**config.mk**
```make
export PLATFORM = sky130hd
export DESIGN_NAME = pc_fetch_ctrl
export DESIGN_NICKNAME = d
export VERILOG_FILES = /design/src/rtl/pc_ctrl_pkg.sv /design/src/rtl/pc_redirect_arb.sv /design/src/rtl/pc_fetch_ctrl.sv
export SDC_FILE = /design/constraint.sdc
export NUM_CORES = 1
export LEC_CHECK = 0
export BUFFER_PORTS_ARGS = -buffer_cell sky130_fd_sc_hd__buf_4
export CORE_MARGIN = 2
export CORE_UTILIZATION = 52
export DETAILED_ROUTE_END_ITERATION = 12
export PLACE_DENSITY = 0.85
export SLEW_MARGIN = 20
export SYNTH_ARGS = -nofsm -noshare
export SYNTH_HDL_FRONTEND = slang
export SYNTH_SLANG_ARGS = --single-unit
```
**constraint.sdc**
```tcl
create_clock -name clk -period 3.7 [get_ports clk]
set_input_delay 0.185 -clock clk [delete_from_list [all_inputs] [get_ports clk]]
set_output_delay 0.185 -clock clk [all_outputs]
set_load 0.01 [all_outputs]
```
**src/rtl/pc_ctrl_pkg.sv**
```systemverilog
// Shared types and constants for the PC / instruction-fetch sequencer.
package pc_ctrl_pkg;

    typedef enum logic [1:0] {
        IDLE  = 2'd0,
        FETCH = 2'd1,
        HOLD  = 2'd2,
        DRAIN = 2'd3
    } pc_state_e;

    // Bit positions inside pc_stall_flush
    localparam int PSF_STALL = 0;
    localparam int PSF_FLUSH = 1;

    // Default sequential PC step (one 32-bit instruction)
    localparam int INSTR_BYTES_DEF = 4;

endpackage

```
**src/rtl/pc_redirect_arb.sv**
```systemverilog
// Redirect arbiter: trap beats branch, target word-aligned.
module pc_redirect_arb #(
    parameter int ADDR_WIDTH = 32
) (
    input  logic                  br_valid,
    input  logic [ADDR_WIDTH-1:0] br_target,
    input  logic                  trap_valid,
    input  logic [ADDR_WIDTH-1:0] trap_target,
    output logic                  redir_valid,
    output logic [ADDR_WIDTH-1:0] redir_target
);

    logic [ADDR_WIDTH-1:0] sel_target;

    // Priority mux, then clear the two low bits so the PC stays aligned
    always_comb begin
        sel_target   = trap_valid ? trap_target : br_target;
        redir_valid  = trap_valid | br_valid;
        redir_target = {sel_target[ADDR_WIDTH-1:2], 2'b00};
    end

endmodule

```
**src/rtl/pc_fetch_ctrl.sv**
```systemverilog
// PC register sequencer and fetch-port controller.
module pc_fetch_ctrl
    import pc_ctrl_pkg::*;
#(
    parameter int                    ADDR_WIDTH  = 32,
    parameter logic [ADDR_WIDTH-1:0] RESET_PC    = 32'h8000_0000,
    parameter int                    INSTR_BYTES = INSTR_BYTES_DEF
) (
    input  logic                  clk,
    input  logic                  reset_n,
    input  logic [ADDR_WIDTH-1:0] pc_cur,
    output logic [ADDR_WIDTH-1:0] pc_next,
    output logic [1:0]            pc_stall_flush,
    output logic                  if_req,
    output logic [ADDR_WIDTH-1:0] if_addr,
    input  logic                  if_ack,
    output logic                  if_valid,
    input  logic                  id_stall,
    input  logic                  br_valid,
    input  logic [ADDR_WIDTH-1:0] br_target,
    input  logic                  trap_valid,
    input  logic [ADDR_WIDTH-1:0] trap_target
);

    pc_state_e             state, state_nxt;
    logic [ADDR_WIDTH-1:0] pend_target, pend_target_nxt;
    logic                  redir_valid;
    logic [ADDR_WIDTH-1:0] redir_target;
    logic [ADDR_WIDTH-1:0] pc_inc;
    logic                  stall, flush;

    pc_redirect_arb #(.ADDR_WIDTH(ADDR_WIDTH)) u_arb (
        .br_valid     (br_valid),
        .br_target    (br_target),
        .trap_valid   (trap_valid),
        .trap_target  (trap_target),
        .redir_valid  (redir_valid),
        .redir_target (redir_target)
    );

    // Sequential step wraps naturally at 2^ADDR_WIDTH
    assign pc_inc  = pc_cur + ADDR_WIDTH'(INSTR_BYTES);
    assign if_addr = pc_cur;
    assign if_req  = (state == FETCH) || (state == DRAIN);

    assign pc_stall_flush[PSF_STALL] = stall;
    assign pc_stall_flush[PSF_FLUSH] = flush;

    // State and parked-redirect registers; the pending flag is implied by DRAIN
    always_ff @(posedge clk or negedge reset_n) begin
        if (!reset_n) begin
            state       <= IDLE;
            pend_target <= '0;
        end else begin
            state       <= state_nxt;
            pend_target <= pend_target_nxt;
        end
    end

    // Next-state and output decode; a redirect is only applied when no fetch is outstanding
    always_comb begin
        state_nxt       = state;
        pend_target_nxt = pend_target;
        pc_next         = pc_cur;
        stall           = 1'b1;
        flush           = 1'b0;
        if_valid        = 1'b0;
        case (state)
            IDLE: begin
                pc_next   = RESET_PC;
                state_nxt = FETCH;
                if (redir_valid) begin
                    pc_next = redir_target;
                    stall   = 1'b0;
                    flush   = 1'b1;
                end
            end
            FETCH: begin
                if (if_ack) begin
                    if (redir_valid) begin
                        pc_next = redir_target;
                        stall   = 1'b0;
                        flush   = 1'b1;
                    end else begin
                        if_valid = 1'b1;
                        if (!id_stall) begin
                            pc_next = pc_inc;
                            stall   = 1'b0;
                        end else begin
                            state_nxt = HOLD;
                        end
                    end
                end else if (redir_valid) begin
                    // Request already on the bus: park the redirect until it retires
                    pend_target_nxt = redir_target;
                    state_nxt       = DRAIN;
                end
            end
            HOLD: begin
                if (redir_valid) begin
                    pc_next   = redir_target;
                    stall     = 1'b0;
                    flush     = 1'b1;
                    state_nxt = FETCH;
                end else begin
                    if_valid = 1'b1;
                    if (!id_stall) begin
                        pc_next   = pc_inc;
                        stall     = 1'b0;
                        state_nxt = FETCH;
                    end
                end
            end
            DRAIN: begin
                if (if_ack) begin
                    pc_next   = redir_valid ? redir_target : pend_target;
                    stall     = 1'b0;
                    flush     = 1'b1;
                    state_nxt = FETCH;
                end else if (redir_valid) begin
                    pend_target_nxt = redir_target;
                end
            end
            default: state_nxt = IDLE;
        endcase
    end

endmodule

```
* Word level (Yosys, flattened, before mapping)
Cells that the tools add are included.
** Cells by class
- Equality and inequality tests :: 8
- Multiply operators :: 0
- Shifts and indexed selects :: 0
- Bitwise logic cells :: 2
- $add $sub $neg :: 1
- Div/mod/pow operators :: 0
- Order comparisons :: 0
- Muxes and demuxes :: 28
- Reduce and logical (&&, ||, !) cells :: 6
** Operators by type and width (number)
- $mux 32 :: 7
- $pmux 32 s4 :: 1
- $add 32x3->32 const B :: 1
- $mux 2 :: 7
- $ne 3x3->1 const B :: 4
- $mux 1 :: 9
- $pmux 2 s4 :: 1
- $reduce_and 5->1 :: 1
- $eq 2x2->1 const B :: 2
- $pmux 1 s4 :: 1
- $reduce_or 2->1 :: 2
- $pmux 1 s3 :: 1
- $eq 2x1->1 const B :: 1
- $logic_not 2->1 :: 1
- $ne 2x2->1 const B :: 1
- $pmux 1 s2 :: 1
- $reduce_and 2->1 :: 1
- $logic_or 1x1->1 :: 1
- $not 1->1 :: 1
- $or 1x1->1 :: 1
** Storage, ports and cells
- Bits in latches :: 0
- ROM bits :: 0
- Memories kept :: 0
- Flip-flop bits (word level) :: 34
- Output and inout bits :: 68
- Memory bits (writable) :: 0
- Word-level logic and storage cells :: 47

* Longest topological paths before layout
- Depth in word-level cells :: 5
- Mapped depth :: 10
- Gate-level depth less buffers :: 7

* Cells and area by module
From an unflattened synthesis, not the netlist that was laid out.
** Second synthesis, totals
- Cells, all modules :: 471
- Area, all modules :: 4018.9 µm²
** Modules (own cells, without submodules)
- pc_fetch_ctrl :: cells an instance 434, seq. area each 850.8 µm², instances 1, area each 3622.2 µm²
- pc_redirect_arb :: cells an instance 37, seq. area each 0.0 µm², instances 1, area each 396.6 µm²

* Least setup slack after synthesis
OpenSTA, ideal clock, no wires.
- Path kind :: flip-flop to output port
- Start point :: register state[0]
- End point :: output port pc_next[11]
- Setup slack :: 1.441 ns
- Cell stages (with the launch flop) :: 7
- Arrival :: 2.074 ns
- Data required time :: 3.515 ns
- Cell sequence :: dfrtp_1 ha_1 or2_2 a211oi_1 clkbuf_1 o22ai_1 a21o_1
** On the way
- Word-level cells in the longest chain between the ends :: 2
- Elaborated cells on any way between the ends :: 5
** RTL lines
- start, declared :: line pc_fetch_ctrl.sv:25 : pc_state_e state, state_nxt;
- start signal, assigned :: line pc_fetch_ctrl.sv:55 : state <= state_nxt;
- $eq 2x2->1, or another cell as far along :: line pc_fetch_ctrl.sv:68 : case (state)
- $pmux 32 s4 * :: line pc_fetch_ctrl.sv:68
- end, declared :: line pc_fetch_ctrl.sv:12 : output logic [ADDR_WIDTH-1:0] pc_next,
Every way passes the cells marked *; elsewhere a longest branch is shown, timed or not.

* Worst setup path in the final report
- Start point :: register state[1]
- End point :: output port pc_next[4]
Same word-level chain as after synthesis.

==> impl_metrics.csv <==
group,metric,value,unit
status,status,"completed",
synth,synthTopCellsByCount,"nand2_1 (66), a21oi_1 (42), o21ai_0 (42), buf_4 (36), dfrtp_1 (34)",
layout,finalNetCount,728,
timing,hold_viol,0,
drt,finalWirelength,13.07,mm
synth,synth.yosys.warnings,0,
global_routing,grt_pass1_wl,19.93,mm
setup_path,setup.worst_path.start,"state[1]$_DFFE_PN0P_",
synth,synthAdderAreaFrac,2.016,%
synth,synth_top_family_by_area,"compound AO/OA/AOI/OAI gates",
synth,ys.flop_type,"dfrtp_1",
timing,tightest_slew,0.8803,ns
placed_design,hpwl,9.327,mm
pwr,power_density,509.8,nW/um^2
cts,cts_setup_buffers,0,
run,cap_violations,0,
synth,synth-async-reset-ratio,100.0,%
synth,synth-seq-cells,34,
global_routing,grt_pass1_vias,4186,
worst_hold_path,hold_path_depth,3,
pwr,intPower,1.423,mW
cts,hold_buffers,1,
pwr,seqPwrFrac,26.4,%
placed_design,post-place-ws,1.057,ns
setup_path,required,3.51,ns
synth,synth_cells,509,
synth,yosysMostFrequentCell,"nand2_1",
layout,num_antenna_cells,0,
cts,clock-sinks,34,
timing,rsz0062_at_grt,"false",
pwr,ir_worst_vdd,0.3131,mV
cts,cts-resized-gates,0,
global_routing,grt_usage,32.23,%
cts,cts_tree,"done",
synth,ys_types,59,
pwr,leakagePower,2.176,nW
setup_path,worstPathArrival,2.82,ns
drt,drtIter0Drc,410,
setup_path,setup.worst_path.class,"flip-flop to output port",
global_routing,overflow,0,
timing,finalCriticalPeriod,3.008,ns
floorplanning,chipHeight,88.62,um
synth,synth_top_area_share,22.85,%
cts,cts_root_buffer,"clkbuf_8",
drt,num_vias,4605,
global_routing,grt_max_degree,52,
synth,synth_compound_area_share,33.80,%
synth,syn_avg_cell_area,7.315,um^2
layout,utilization,71.35,%
drt,first_pass_iters,7,
placed_design,dpl.cell_count,708,
synth,synth_simple_gate_area_share,23.56,%
pwr,comb_power_share,59.4,%
setup_path,r2r-end,"pend_target[18]$_DFFE_PN0P_",
cts,cts-buffers-inserted,5,
floorplanning,dieArea,7854,um^2
cts,cts-htree-levels,2,
setup_path,cp_slowest_cell,"o21bai_1",
synth,muxShareOfSynthArea,0.8401,%
timing,layout_setup_ws,0.6920,ns
timing,finClkSkew,0.007311,ns
pwr,power_frac_clock,14.2,%
cts,clock_latency,0.30,ns
placed_design,io_buffers,165,
synth,syn-cell-area,3724,um^2
setup_path,reg2regPathDepth,7,
worst_hold_path,min_path_type,"primary input to flip-flop",
drt,drc,0,
setup_path,crit_family,"compound AO/OA/AOI/OAI gates",
timing,finalSetupViolCount,0,
floorplanning,io_pins,170,
placed_design,gp_routability_congestion,0.9223,
setup_path,r2r_slack,1.24,ns
global_routing,grt_antenna_before_repair,0,
setup_path,crit_fanout,11,
timing,fmax,0.3324,GHz
timing,min_period_over_period,81.30,%
setup_path,crit_path_start_kind,"flip-flop",
synth,synth_edf_count,0,
placed_design,postPlaceCellArea,4782,um^2
synth,yosysSeqAreaShare,22.85,%
worst_hold_path,min_to,"pend_target[24]$_DFFE_PN0P_",
synth,yosys.area.top_type,"dfrtp_1",
pwr,netSwitchingFraction,43.05,%
setup_path,worst_path_largest_cell_delay,0.61,ns
layout,drive_gt1_share,32.37,%
floorplanning,initial_core_util,54.21,%
layout,instances_no_fill,717,
setup_path,crit_chain,"inv_1 -> ha_1 -> o21bai_1 -> o21ai_0 -> o311a_1 -> a221oi_1 -> o22ai_1 -> buf_4",
setup_path,r2r-start,"state[1]$_DFFE_PN0P_",
synth,synth_xor_area_share,4.704,%
drt,viasPerCell,6.423,
worst_hold_path,worstHoldStart,"trap_target[24]",
layout,area_growth_syn_to_layout,31.62,%
cts,clock_path_buffers,2,
drt,ant_nets,0,
floorplanning,die-width,88.62,um
timing,tns,0,ns
synth,synth_nets,617,
drt,wl_per_cell,18.23,um
timing,slew_headroom,41.25,%
cts,path_clk_slew,0.08,ns
floorplanning,num_rows,30,
synth,synth_area_leaders,"dfrtp_1 (23%), buf_4 (7.3%), nand2_1 (6.7%)",
timing,slew_viol_final,0,
floorplanning,coreArea,6869,um^2
layout,fin_area,4901,um^2
setup_path,path_buf_inv,2,
pwr,p_sw,1.075,mW
setup_path,crit_path_end_kind,"output port",
[metrics by stage]
| step | hold WS [ns] | power, mW |
|---|---|---|
| final | 0.1696 | 2.498 |
| after CTS | 0.1699 | 2.473 |
| after global placement | 0.1719 | 2.072 |
| after global routing | 0.1914 | 2.656 |
| after detailed placement | 0.1678 | 2.114 |
| after floorplan | -0.1106 | 1.518 |
[final cells by class]
type	count	area [um^2]
fillers	598	1968
repair buffers	179	1346
inverters	10	37.54
clock inverters	3	40.04
well taps	96	120.1
multi-input cells	390	2437
clock buffers	5	68.82
flip-flops and latches	34	850.8
[power groups by stage]
stage | Clock (mW) | Sequential, mW | Combinational, mW
global placement | 0 | 0.649 | 1.42
floorplan | 0 | 0.629 | 0.890
detailed placement | 0 | 0.660 | 1.45
finish | 0.354 | 0.660 | 1.48
global route | 0.375 | 0.675 | 1.61
CTS | 0.357 | 0.653 | 1.46
[worst max path at each step]
| stage | depth (start not counted) | slack (ns) | end |
|---|---|---|---|
| after detailed placement | 8 | 1.06 | pc_next[4] |
| after floorplan | 6 | 1.44 | pc_next[11] |
| after global routing | 8 | 0.50 | pc_next[4] |
| final | 8 | 0.69 | pc_next[4] |
| after CTS | 8 | 0.76 | pc_next[4] |
| after global placement | 8 | 1.17 | pc_next[9] |
[flip-flops by register name, indices dropped and copies added, names as in the netlist]
signal and count:
state 2, pend_target 32
[kinds of logic after synthesis]
family,after synthesis
simple gates,168
flops,34
xor+xnor,20
fa+ha+maj,6
buf+inv,85
compound gates,193
mux,3
[metal layers]
| layer | share of wire [%] | GRT usage [%] |
|---|---|---|
| met1 | 40 | 40.45 |
| met2 | 49 | 54.55 |
| met3 | 8.1 | 5.784 |
| met4 | 2.7 | 13.22 |
| met5 | 0 | 0 |
[worst register-to-register path: stages (launching register included)]
cell and delay, ns:
dfrtp_1 0.42, inv_1 0.12, ha_1 0.41, o21ba_2 0.34
buf_4 0.33, nand2_1 0.33, o22ai_1 0.26, a21oi_1 0.10
[cells in the final DEF, fill, tap and decap left out, types with 3 or more instances in the layout]
| master | instances |
|---|---|
| a21o_1 | 3 |
| a21oi_1 | 42 |
| a221oi_1 | 4 |
| a22o_1 | 3 |
| a22oi_1 | 23 |
| a31oi_1 | 8 |
| and2_1 | 11 |
| and3_1 | 15 |
| buf_4 | 178 |
| clkbuf_8 | 5 |
| dfrtp_1 | 34 |
| ha_1 | 6 |
| inv_1 | 10 |
| nand2_1 | 66 |
| nand3_1 | 10 |
| nand4_1 | 6 |
| nor2_1 | 19 |
| nor2b_1 | 3 |
| nor3_1 | 11 |
| nor4_1 | 5 |
| o21ai_0 | 42 |
| o221ai_1 | 10 |
| o22a_1 | 8 |
| o22ai_1 | 29 |
| o31ai_1 | 4 |
| xnor2_1 | 16 |
| xor2_1 | 4 |
(Power assumes the default switching activity.)
